### src/rtl/game_sequencer_if.sv
// Connection bundle between the game-flow sequencer and the rest of the VGA design.
// master drives the datapath events and the button; slave is the sequencer itself.
interface game_sequencer_if;
  logic        game_tick;
  logic        btnU;
  logic        invader_killed;
  logic        player_hit;
  logic        wave_cleared;
  logic        invaders_landed;
  logic        play_en;
  logic        field_rst;
  logic        fire;
  logic [2:0]  state;
  logic [3:0]  lives;
  logic [15:0] score;
  logic [3:0]  level;

  modport master (
    output game_tick, btnU, invader_killed, player_hit, wave_cleared, invaders_landed,
    input  play_en, field_rst, fire, state, lives, score, level
  );

  modport slave (
    input  game_tick, btnU, invader_killed, player_hit, wave_cleared, invaders_landed,
    output play_en, field_rst, fire, state, lives, score, level
  );
endinterface

### src/rtl/game_sequencer.sv
// Game-flow controller: debounces btnU and walks attract/play/respawn/level-up/game-over,
// owning lives, score and level and gating the datapath through play_en and field_rst.
module game_sequencer #(
  parameter int unsigned LIVES_INIT  = 3,
  parameter int unsigned DEB_TICKS   = 4,
  parameter int unsigned HOLD_TICKS  = 60,
  parameter int unsigned KILL_POINTS = 10
) (
  input  logic             clk,
  input  logic             clr,
  game_sequencer_if.slave  bus
);

  typedef enum logic [2:0] {
    S_IDLE      = 3'd0,
    S_PLAY      = 3'd1,
    S_RESPAWN   = 3'd2,
    S_LEVEL_UP  = 3'd3,
    S_GAME_OVER = 3'd4
  } state_t;

  localparam int DW = $clog2(DEB_TICKS + 1);
  localparam int HW = $clog2(HOLD_TICKS + 1);

  logic          sync1_q, sync1_d;
  logic          sync2_q, sync2_d;
  logic          stable_q, stable_d;
  logic [DW-1:0] deb_cnt_q, deb_cnt_d;
  logic          press_q, press_d;
  state_t        state_q, state_d;
  logic [HW-1:0] hold_q, hold_d;
  logic [3:0]    lives_q, lives_d;
  logic [15:0]   score_q, score_d;
  logic [3:0]    level_q, level_d;
  logic          play_en_q, play_en_d;
  logic          field_rst_q, field_rst_d;
  logic          fire_q, fire_d;

  logic [16:0]   score_sum;
  logic          hold_last;
  logic          hold_full;

  assign score_sum = {1'b0, score_q} + 17'(KILL_POINTS);
  assign hold_last = bus.game_tick && (hold_q == HW'(HOLD_TICKS - 1));
  assign hold_full = (hold_q == HW'(HOLD_TICKS));

  always_comb begin
    sync1_d     = bus.btnU;
    sync2_d     = sync1_q;
    stable_d    = stable_q;
    deb_cnt_d   = deb_cnt_q;
    state_d     = state_q;
    hold_d      = hold_q;
    lives_d     = lives_q;
    score_d     = score_q;
    level_d     = level_q;
    field_rst_d = 1'b0;
    fire_d      = 1'b0;

    // The synchronised level must disagree with the stable level for DEB_TICKS consecutive ticks.
    if (bus.game_tick) begin
      if (sync2_q != stable_q) begin
        if (deb_cnt_q == DW'(DEB_TICKS - 1)) begin
          stable_d  = sync2_q;
          deb_cnt_d = '0;
        end else begin
          deb_cnt_d = deb_cnt_q + DW'(1);
        end
      end else begin
        deb_cnt_d = '0;
      end
    end
    press_d = stable_d && !stable_q;

    if (bus.game_tick && !hold_full) begin
      hold_d = hold_q + HW'(1);
    end

    case (state_q)
      S_IDLE: begin
        if (press_q) begin
          state_d     = S_PLAY;
          field_rst_d = 1'b1;
          lives_d     = 4'(LIVES_INIT);
          score_d     = '0;
          level_d     = '0;
        end
      end
      S_PLAY: begin
        fire_d = press_q;
        if (bus.invader_killed) begin
          score_d = score_sum[16] ? 16'hFFFF : score_sum[15:0];
        end
        if (bus.invaders_landed) begin
          state_d = S_GAME_OVER;
          lives_d = '0;
        end else if (bus.player_hit) begin
          lives_d = lives_q - 4'd1;
          state_d = (lives_q == 4'd1) ? S_GAME_OVER : S_RESPAWN;
        end else if (bus.wave_cleared) begin
          state_d = S_LEVEL_UP;
          level_d = (level_q == 4'hF) ? 4'hF : level_q + 4'd1;
        end
      end
      S_RESPAWN: begin
        if (hold_last) begin
          state_d = S_PLAY;
        end
      end
      S_LEVEL_UP: begin
        if (hold_last) begin
          state_d     = S_PLAY;
          field_rst_d = 1'b1;
        end
      end
      S_GAME_OVER: begin
        // Final lives/score/level stay on display until a new game is started.
        if (hold_full && press_q) begin
          state_d     = S_PLAY;
          field_rst_d = 1'b1;
          lives_d     = 4'(LIVES_INIT);
          score_d     = '0;
          level_d     = '0;
        end
      end
      default: begin
        state_d = S_IDLE;
      end
    endcase

    if (state_d != state_q) begin
      hold_d = '0;
    end
    play_en_d = (state_d == S_PLAY);
  end

  always_ff @(posedge clk or posedge clr) begin
    if (clr) begin
      sync1_q     <= 1'b0;
      sync2_q     <= 1'b0;
      stable_q    <= 1'b0;
      deb_cnt_q   <= '0;
      press_q     <= 1'b0;
      state_q     <= S_IDLE;
      hold_q      <= '0;
      lives_q     <= '0;
      score_q     <= '0;
      level_q     <= '0;
      play_en_q   <= 1'b0;
      field_rst_q <= 1'b0;
      fire_q      <= 1'b0;
    end else begin
      sync1_q     <= sync1_d;
      sync2_q     <= sync2_d;
      stable_q    <= stable_d;
      deb_cnt_q   <= deb_cnt_d;
      press_q     <= press_d;
      state_q     <= state_d;
      hold_q      <= hold_d;
      lives_q     <= lives_d;
      score_q     <= score_d;
      level_q     <= level_d;
      play_en_q   <= play_en_d;
      field_rst_q <= field_rst_d;
      fire_q      <= fire_d;
    end
  end

  assign bus.play_en   = play_en_q;
  assign bus.field_rst = field_rst_q;
  assign bus.fire      = fire_q;
  assign bus.state     = state_q;
  assign bus.lives     = lives_q;
  assign bus.score     = score_q;
  assign bus.level     = level_q;

endmodule

### src/flat_wrapper.sv
// flat-port wrapper written by rule: the top's interface ports become plain ports
module game_sequencer_flat 
#(
  parameter int unsigned LIVES_INIT  = 3,
  parameter int unsigned DEB_TICKS   = 4,
  parameter int unsigned HOLD_TICKS  = 60,
  parameter int unsigned KILL_POINTS = 10
)
  (clk, clr, bus_game_tick, bus_btnU, bus_invader_killed, bus_player_hit, bus_wave_cleared, bus_invaders_landed, bus_play_en, bus_field_rst, bus_fire, bus_state, bus_lives, bus_score, bus_level);
  game_sequencer_if bus_i ();
  input  logic clk;
  input  logic clr;
  input wire logic [$bits(bus_i.game_tick)-1:0] bus_game_tick;
  input wire logic [$bits(bus_i.btnU)-1:0] bus_btnU;
  input wire logic [$bits(bus_i.invader_killed)-1:0] bus_invader_killed;
  input wire logic [$bits(bus_i.player_hit)-1:0] bus_player_hit;
  input wire logic [$bits(bus_i.wave_cleared)-1:0] bus_wave_cleared;
  input wire logic [$bits(bus_i.invaders_landed)-1:0] bus_invaders_landed;
  output wire logic [$bits(bus_i.play_en)-1:0] bus_play_en;
  output wire logic [$bits(bus_i.field_rst)-1:0] bus_field_rst;
  output wire logic [$bits(bus_i.fire)-1:0] bus_fire;
  output wire logic [$bits(bus_i.state)-1:0] bus_state;
  output wire logic [$bits(bus_i.lives)-1:0] bus_lives;
  output wire logic [$bits(bus_i.score)-1:0] bus_score;
  output wire logic [$bits(bus_i.level)-1:0] bus_level;
  assign bus_i.game_tick = bus_game_tick;
  assign bus_i.btnU = bus_btnU;
  assign bus_i.invader_killed = bus_invader_killed;
  assign bus_i.player_hit = bus_player_hit;
  assign bus_i.wave_cleared = bus_wave_cleared;
  assign bus_i.invaders_landed = bus_invaders_landed;
  assign bus_play_en = bus_i.play_en;
  assign bus_field_rst = bus_i.field_rst;
  assign bus_fire = bus_i.fire;
  assign bus_state = bus_i.state;
  assign bus_lives = bus_i.lives;
  assign bus_score = bus_i.score;
  assign bus_level = bus_i.level;
  game_sequencer #(.LIVES_INIT(LIVES_INIT), .DEB_TICKS(DEB_TICKS), .HOLD_TICKS(HOLD_TICKS), .KILL_POINTS(KILL_POINTS)) u_core (.clk(clk), .clr(clr), .bus(bus_i));
endmodule
### config.mk
export PLATFORM = sky130hd
export DESIGN_NAME = game_sequencer_flat
export DESIGN_NICKNAME = d
export VERILOG_FILES = /design/src/rtl/game_sequencer_if.sv /design/src/rtl/game_sequencer.sv /design/src/flat_wrapper.sv
export SDC_FILE = /design/constraint.sdc
export NUM_CORES = 1
export LEC_CHECK = 0
export CELL_PAD_IN_SITES_DETAIL_PLACEMENT = 0
export CELL_PAD_IN_SITES_GLOBAL_PLACEMENT = 1
export CORE_UTILIZATION = 35
export DETAILED_ROUTE_END_ITERATION = 7
export GPL_TIMING_DRIVEN = 1
export PLACE_DENSITY = 0.76
export SYNTH_ARGS = -nofsm -noshare
export SYNTH_HDL_FRONTEND = slang
export SYNTH_SLANG_ARGS = --single-unit
### constraint.sdc
create_clock -name clk -period 2.65 [get_ports clk]
set_clock_uncertainty 0.2 [all_clocks]
set_input_delay 0.795 -clock clk [delete_from_list [all_inputs] [get_ports clk]]
set_output_delay 0.795 -clock clk [all_outputs]
set_load 0.02 [all_outputs]
==> impl_metrics.csv, run 1 <==
group,metric,value,unit
clock_tree,h-tree-depth,2,
die,die_area,0.00750,mm2
yosys,synth-edff-count,0,
pwr,p_clk_share,19.0,%
cells_and_area,layout.cells.non_filler,403,
placed_design,portBuffers,37,
timing,setup_tns,0,ns
timing,rsz0062_at_grt,"no",
global_routing,grt_use_met2,26.1,%
die,rows,30,
pwr,power_leakage,1.29,nW
yosys,syn-num-nets,275,
timing,setup_viol,0,
detailed_routing,vias,2193,
worst_setup_path,crit_path_end_kind,"output pin",
clock_tree,post_cts_buffers,0,
die,die_height,86.6,um
global_routing,antenna_found_initial,0,
cells_and_area,areaGrowthSynthToFinish,25.9,%
detailed_routing,wire_per_inst,14.6,um
timing,post-route-min-period,2.43,ns
yosys,synth_fa_ha_area_share,3.50,%
clock_tree,clkSinkCount,43,
detailed_routing,viasPerCell,5.44,
worst_setup_path,required,1.66,ns
timing,drv_slew,0,
timing,max_freq,412,MHz
status,outcome,"finished, final reports clean",
worst_setup_path,cp_cell_sequence,"clkdlybuf4s50_1",
yosys,ys_async_sr_fraction,100,%
yosys,yosys.area_share.simple,26.3,%
clock_tree,clock_latency,0.30,ns
cells_and_area,finalNetCount,322,
die,core,0.00687,mm2
timing,fin_crit_sh,91.7,%
yosys,ys_seq_elements,43,
pwr,switchingPower,0.850,mW
yosys,yosys.area_share.xor_xnor,0.699,%
yosys,ys.flop_type,"dfrtp_1",
worst_setup_path,crit_fanout,7,
yosys,synth-seq-area-share,43.0,%
placed_design,finalWeightedCongestion,0.784,
pwr,p_comb_share,37.2,%
worst_setup_path,max_stage_delay,0.65,ns
clock_tree,numCtsBuffers,5,
clock_tree,root_buffer,"clkbuf_8",
worst_setup_path,path_class,"reg -> out",
pwr,power_density,708,mW/mm2
global_routing,grt_max_degree,22,
placed_design,detailed_place_hpwl,4430,um
cells_and_area,nFillCells,666,
yosys,yosys_warnings,0,
timing,relSlewSlack,58.0,%
pwr,internal_power,1.38,mW
worst_setup_path,crit_slowest_cell,"clkdlybuf4s50_1",
global_routing,grt_pass1_wl,9830,um
timing,finalHoldViolations,0,
clock_tree,cts_tree,"yes",
timing,worst_slew_pin_slew,0.625,ns
global_routing,met1_usage,23.5,%
pwr,switching_share,38.1,%
worst_setup_path,path_delay_family,"buffers and inverters",
detailed_routing,routed_wl,5870,um
pwr,p_seq_share,43.7,%
clock_tree,cts_resized,0,
yosys,avgSynthCellArea,9.63,um2
yosys,syn-instance-count,260,
worst_setup_path,crit_arrival,1.43,ns
global_routing,grt_overflow,0,
job,cap_violations,0,
detailed_routing,drt_iter0_drc,139,
detailed_routing,drc,0,
placed_design,dp.cells,396,
global_routing,grt_pass1_vias,2018,
global_routing,track_usage,16.8,%
detailed_routing,drt_first_pass_iters,5,
detailed_routing,antenna_left,0,
global_routing,top_usage_layer,"met2",
cells_and_area,num_antenna_cells,0,
clock_tree,cts_max_path_buffers,2,
worst_setup_path,cp_num_buf_inv,1,
yosys,synthDistinctLibCells,65,
die,ios,38,
die,dieWidth,86.6,um
yosys,netlist_area,0.00250,mm2
min_path,hold_path_class,"reg -> reg",
yosys,synth_compound_area_share,19.6,%
cells_and_area,drive_gt1_share,13.7,%
worst_setup_path,start_kind,"flop",
clock_tree,ctsHoldBuffers,0,
global_routing,use_met3,3.43,%
yosys,synth_top_family_by_area,"simple AND/OR/NAND/NOR gates",
die,initial_core_util,36.5,%
clock_tree,path_clk_slew,0.08,ns
pwr,vdd_drop_max,0.268,mV
yosys,synth.mux.area_fraction,2.45,%
final cells by class:
| type | count | area (um2) | share of cell area [%] |
|---|---|---|---|
| Clock buffer | 6 | 82.6 | 2.62 |
| Tap cell | 96 | 120 | 3.81 |
| Timing Repair Buffer | 53 | 503 | 16.0 |
| Multi-Input combinational cell | 191 | 1320 | 41.8 |
| Sequential cell | 43 | 1080 | 34.1 |
| Clock inverter | 1 | 5.00 | 0.159 |
| Inverter | 13 | 48.8 | 1.55 |
through the flow:
step                power [mW]  instance area (um2)  utilization (%)  hold slack, ns  worst slack (ns)
finish                    2.23                 3150             45.9           0.149             0.221
global route              2.39                 3150             45.9           0.184             0.148
CTS                       2.26                 3150             45.9           0.153             0.204
detailed placement        1.82                 3070             44.6           0.136           0.00636
global placement          1.81                 3070             44.6           0.132            0.0316
floorplan                 1.50                 2500                -           0.131             0.410
placed cells by master (no fill, tap or decap), drive strengths merged, types with 3 or more instances in the layout:
master and count:
nor4 7, o22ai 3, mux2i 5, clkbuf 6, o21ai 11, buf 16, nor2 24, nand2b 5
nand4 7, o31ai 3, a21oi 14, inv 12, clkdlybuf4s50 37, dfrtp 43, nor4b 3, nor2b 3
a21o 4, nor3b 5, nand2 16, nor3 11, ha 7, a211oi 4, a31oi 4, nand3 12
routing by layer:
metal | share of wire, % | vias to the layer above
met5 | 0 | -
met4 | 1.3 | 0
met3 | 3.7 | 5
met2 | 44 | 58
met1 | 51 | 1053
li1 | - | 1077
synthesized netlist by cell type (6+ instances only):
| library cell | instances | area [um2] |
|---|---|---|
| dfrtp_1 | 43 | 1080 |
| nor2_1 | 23 | 86.3 |
| nand2_1 | 16 | 60.1 |
| a21oi_1 | 13 | 65.1 |
| inv_1 | 13 | 48.8 |
| nand3_1 | 12 | 60.1 |
| nor3_1 | 10 | 50.1 |
| o21ai_0 | 10 | 50.1 |
| buf_2 | 7 | 35.0 |
| ha_1 | 7 | 87.6 |
| nand4_1 | 6 | 37.5 |
| nor4_1 | 6 | 37.5 |
power by group through the flow:
stage	sequential [mW]	clock [mW]	combinational [mW]
finish	0.977	0.425	0.831
global route	1.00	0.466	0.920
CTS	0.975	0.442	0.839
detailed placement	0.985	0	0.836
global placement	0.989	0	0.817
floorplan	1.03	0	0.469
cells by family (layout without fill, tap and decap cells):
family,Yosys count,after routing
AO/OA/AOI/OAI,65,65
XOR/XNOR,2,2
adder cells (fa/ha/maj),7,7
buffers and inverters,26,73
flip-flops,43,43
multiplexers,6,6
AND/OR/NAND/NOR,111,111
flip-flops by register name, indices dropped and copies added (netlist names):
register              cells
u_core.bus.fire           1
u_core.bus.field_rst      1
u_core.bus.play_en        1
u_core.press_q            1
u_core.bus.lives          4
u_core.sync2_q            1
u_core.bus.state          3
u_core.hold_q             6
u_core.deb_cnt_q          3
u_core.sync1_q            1
u_core.bus.level          4
u_core.stable_q           1
u_core.bus.score         16
path summary, 6_finish.rpt:
check	startpoint	end	slack [ns]	cells past startpoint
worst max-delay path	u_core.bus.score[5]$_DFFE_PP0P_	bus_score[5]	0.22	1
worst min-delay path	u_core.sync1_q$_DFF_PP0_	u_core.sync2_q$_DFF_PP0_	0.15	0
worst max register to register	u_core.hold_q[0]$_DFFE_PP0P_	u_core.bus.score[13]$_DFFE_PP0P_	0.40	6
worst min register to register	u_core.sync1_q$_DFF_PP0_	u_core.sync2_q$_DFF_PP0_	0.15	0
max in group asynchronous	clr	u_core.bus.state[0]$_DFF_PP0_	1.19	3
min in group asynchronous	clr	u_core.bus.score[2]$_DFFE_PP0P_	0.57	2
Power figures use the tool's default switching activity.
==> inputs of run 2 (changes only) <==
--- a/config.mk
+++ b/config.mk
@@ -9,7 +9,7 @@
 export CELL_PAD_IN_SITES_GLOBAL_PLACEMENT = 1
 export CORE_UTILIZATION = 35
 export DETAILED_ROUTE_END_ITERATION = 7
-export GPL_TIMING_DRIVEN = 1
+export GPL_TIMING_DRIVEN = 0
 export PLACE_DENSITY = 0.76
 export SYNTH_ARGS = -nofsm -noshare
 export SYNTH_HDL_FRONTEND = slang
==> impl_metrics.csv, run 2 (synthesized netlist as in run 1, its figures left out) <==
group,metric,value,unit
status,outcome,"finished, final reports clean",
cells_and_area,largest_reg_flops,16,
clock_tree,clkSinkCount,43,
worst_setup_path,reg2reg_depth,7,
pwr,switchingPower,0.860,mW
worst_setup_path,crit_path_end_kind,"flop",
clock_tree,h-tree-depth,2,
placed_design,portBuffers,36,
cells_and_area,areaGrowthSynthToFinish,24.1,%
worst_setup_path,path_class,"in -> reg",
worst_setup_path,cp-endpoint,"u_core.bus.level[0]$_DFFE_PP0P_",
worst_setup_path,crit_fanout,10,
detailed_routing,antenna_left,0,
detailed_routing,vias,2194,
die,dieWidth,86.6,um
pwr,internal_power,1.44,mW
pwr,p_seq_share,42.0,%
detailed_routing,wire_per_inst,15.3,um
clock_tree,cts_resized,0,
die,die_height,86.6,um
clock_tree,ctsHoldBuffers,0,
die,initial_core_util,36.5,%
pwr,power_leakage,1.26,nW
timing,relSlewSlack,56.9,%
pwr,p_comb_share,35.9,%
cells_and_area,final_util,45.2,%
clock_tree,post_cts_buffers,0,
timing,post-route-min-period,2.51,ns
worst_setup_path,path_delay_family,"simple AND/OR/NAND/NOR gates",
cells_and_area,layout_commonest_cell,"dfrtp_1",
cells_and_area,multi_input_area,0.00132,mm2
worst_setup_path,timing.rr.end,"u_core.bus.score[4]$_DFFE_PP0P_",
clock_tree,path_clk_slew,0.08,ns
clock_tree,root_buffer,"clkbuf_8",
clock_tree,cts_max_path_buffers,2,
placed_design,finalWeightedCongestion,0.790,
placed_design,detailed_place_hpwl,4350,um
clock_tree,cts_tree,"yes",
die,die_area,0.00750,mm2
cells_and_area,nFillCells,685,
worst_setup_path,start_kind,"primary input",
worst_setup_path,path_depth,5,
cells_and_area,finalNetCount,319,
global_routing,grt_pass1_vias,2027,
worst_setup_path,r2r_slack,0.39,ns
timing,worst_slew_pin_slew,0.641,ns
worst_setup_path,required,2.67,ns
cells_and_area,num_antenna_cells,0,
global_routing,grt_max_degree,40,
clock_tree,clock_latency,0.30,ns
pwr,power_density,740,mW/mm2
cells_and_area,final_cell_mix,"43 x dfrtp_1, 36 x clkdlybuf4s50_1, 23 x nor2_1",
detailed_routing,drt_first_pass_iters,4,
pwr,switching_share,37.4,%
detailed_routing,drc,0,
worst_setup_path,max_stage_delay,0.57,ns
detailed_routing,viasPerCell,5.49,
global_routing,track_usage,17.3,%
timing,setup_tns,0,ns
global_routing,antenna_found_initial,0,
die,ios,38,
detailed_routing,drt_iter0_drc,136,
job,cap_violations,0,
die,rows,30,
min_path,hold_path_class,"reg -> reg",
timing,rsz0062_at_grt,"no",
worst_setup_path,crit_start,"bus_player_hit",
worst_setup_path,cp_cell_sequence,"clkdlybuf4s50_1, clkbuf_1, or3b_2, nor3_2, mux2i_1",
pwr,vdd_drop_max,0.346,mV
detailed_routing,routed_wl,6130,um
timing,fin_crit_sh,94.9,%
timing,setup_viol,0,
worst_setup_path,crit_slowest_cell,"or3b_2",
die,core,0.00687,mm2
worst_setup_path,worstReg2RegStart,"u_core.hold_q[0]$_DFFE_PP0P_",
worst_setup_path,crit_arrival,2.53,ns
clock_tree,numCtsBuffers,5,
cells_and_area,regArea,0.00108,mm2
timing,max_freq,398,MHz
timing,finalHoldViolations,0,
cells_and_area,drive_gt1_share,11.8,%
pwr,p_clk_share,22.1,%
global_routing,grt_pass1_wl,10200,um
global_routing,grt_overflow,0,
timing,drv_slew,0,
worst_setup_path,cp_num_buf_inv,2,
pwr,p_total,2.30,mW
## run 2: layout make-up
type                       count  share of cell area, %
buffer                        13                   2.01
clock buffer                   6                   2.33
clock inverter                 1                  0.966
inverter                      13                   1.57
multi-input combinational    191                   42.4
sequential                    43                   34.6
tap                           96                   3.86
timing repair buffer          37                   12.2
## run 2: through the flow
stage / area [um2] / setup WS [ns] / instances / hold slack, ns
finish: 3110 / 0.136 / 400 / 0.153
global route: 3110 / 0.00377 / 400 / 0.165
CTS: 3110 / 0.150 / 400 / 0.156
detailed placement: 3010 / -0.150 / 393 / 0.137
global placement: 2990 / -0.329 / 392 / 0.135
floorplan: 2500 / 0.410 / 260 / 0.131
## run 2: power by group through the flow
stage                     registers [mW]  logic, mW  clock network, mW
after floorplan                     1.03      0.469                  0
after global placement             0.974      0.810                  0
after detailed placement           0.974      0.828                  0
after CTS                          0.963      0.830              0.520
after global routing               0.988      0.920              0.544
final                              0.966      0.827              0.508
## run 2: how the worst min path moves through the flow
stage	startpoint	to	slack, ns	cells past startpoint
after floorplan	u_core.sync1_q$_DFF_PP0_	u_core.sync2_q$_DFF_PP0_	0.13	0
after global placement	u_core.sync1_q$_DFF_PP0_	u_core.sync2_q$_DFF_PP0_	0.13	0
after detailed placement	u_core.sync1_q$_DFF_PP0_	u_core.sync2_q$_DFF_PP0_	0.14	0
after CTS	u_core.sync1_q$_DFF_PP0_	u_core.sync2_q$_DFF_PP0_	0.16	0
after global routing	u_core.sync1_q$_DFF_PP0_	u_core.sync2_q$_DFF_PP0_	0.16	0
final	u_core.sync1_q$_DFF_PP0_	u_core.sync2_q$_DFF_PP0_	0.15	0
## run 2: per-layer routing
| metal | part of all wire [%] | vias to the layer above | GRT usage (%) |
|---|---|---|---|
| met3 | 4.1 | 8 | 3.05 |
| met5 | 0 | - | 0 |
| met2 | 44 | 53 | 26.3 |
| li1 | - | 1073 | - |
| met1 | 51 | 1060 | 25.2 |
| met4 | 1.3 | 0 | 4.55 |
==> inputs of run 3 (changes only) <==
==> constraint.sdc (replaced) <==
create_clock -name clk -period 2.83 [get_ports clk]
set_clock_uncertainty 0.2 [all_clocks]
set_input_delay 0.849 -clock clk [delete_from_list [all_inputs] [get_ports clk]]
set_output_delay 0.849 -clock clk [all_outputs]
set_load 0.02 [all_outputs]
==> results of run 3 <==
Same layout as run 2 (identical final DEF). Status: finished, final reports clean.
Main changes from that run: setup slack after placement -0.150 ns -> -0.0244 ns; setup slack after layout 0.136 ns -> 0.262 ns; register-to-register setup slack 0.39 ns -> 0.57 ns; total power 2.30 mW -> 2.15 mW; worst IR drop on VDD 0.346 mV -> 0.324 mV
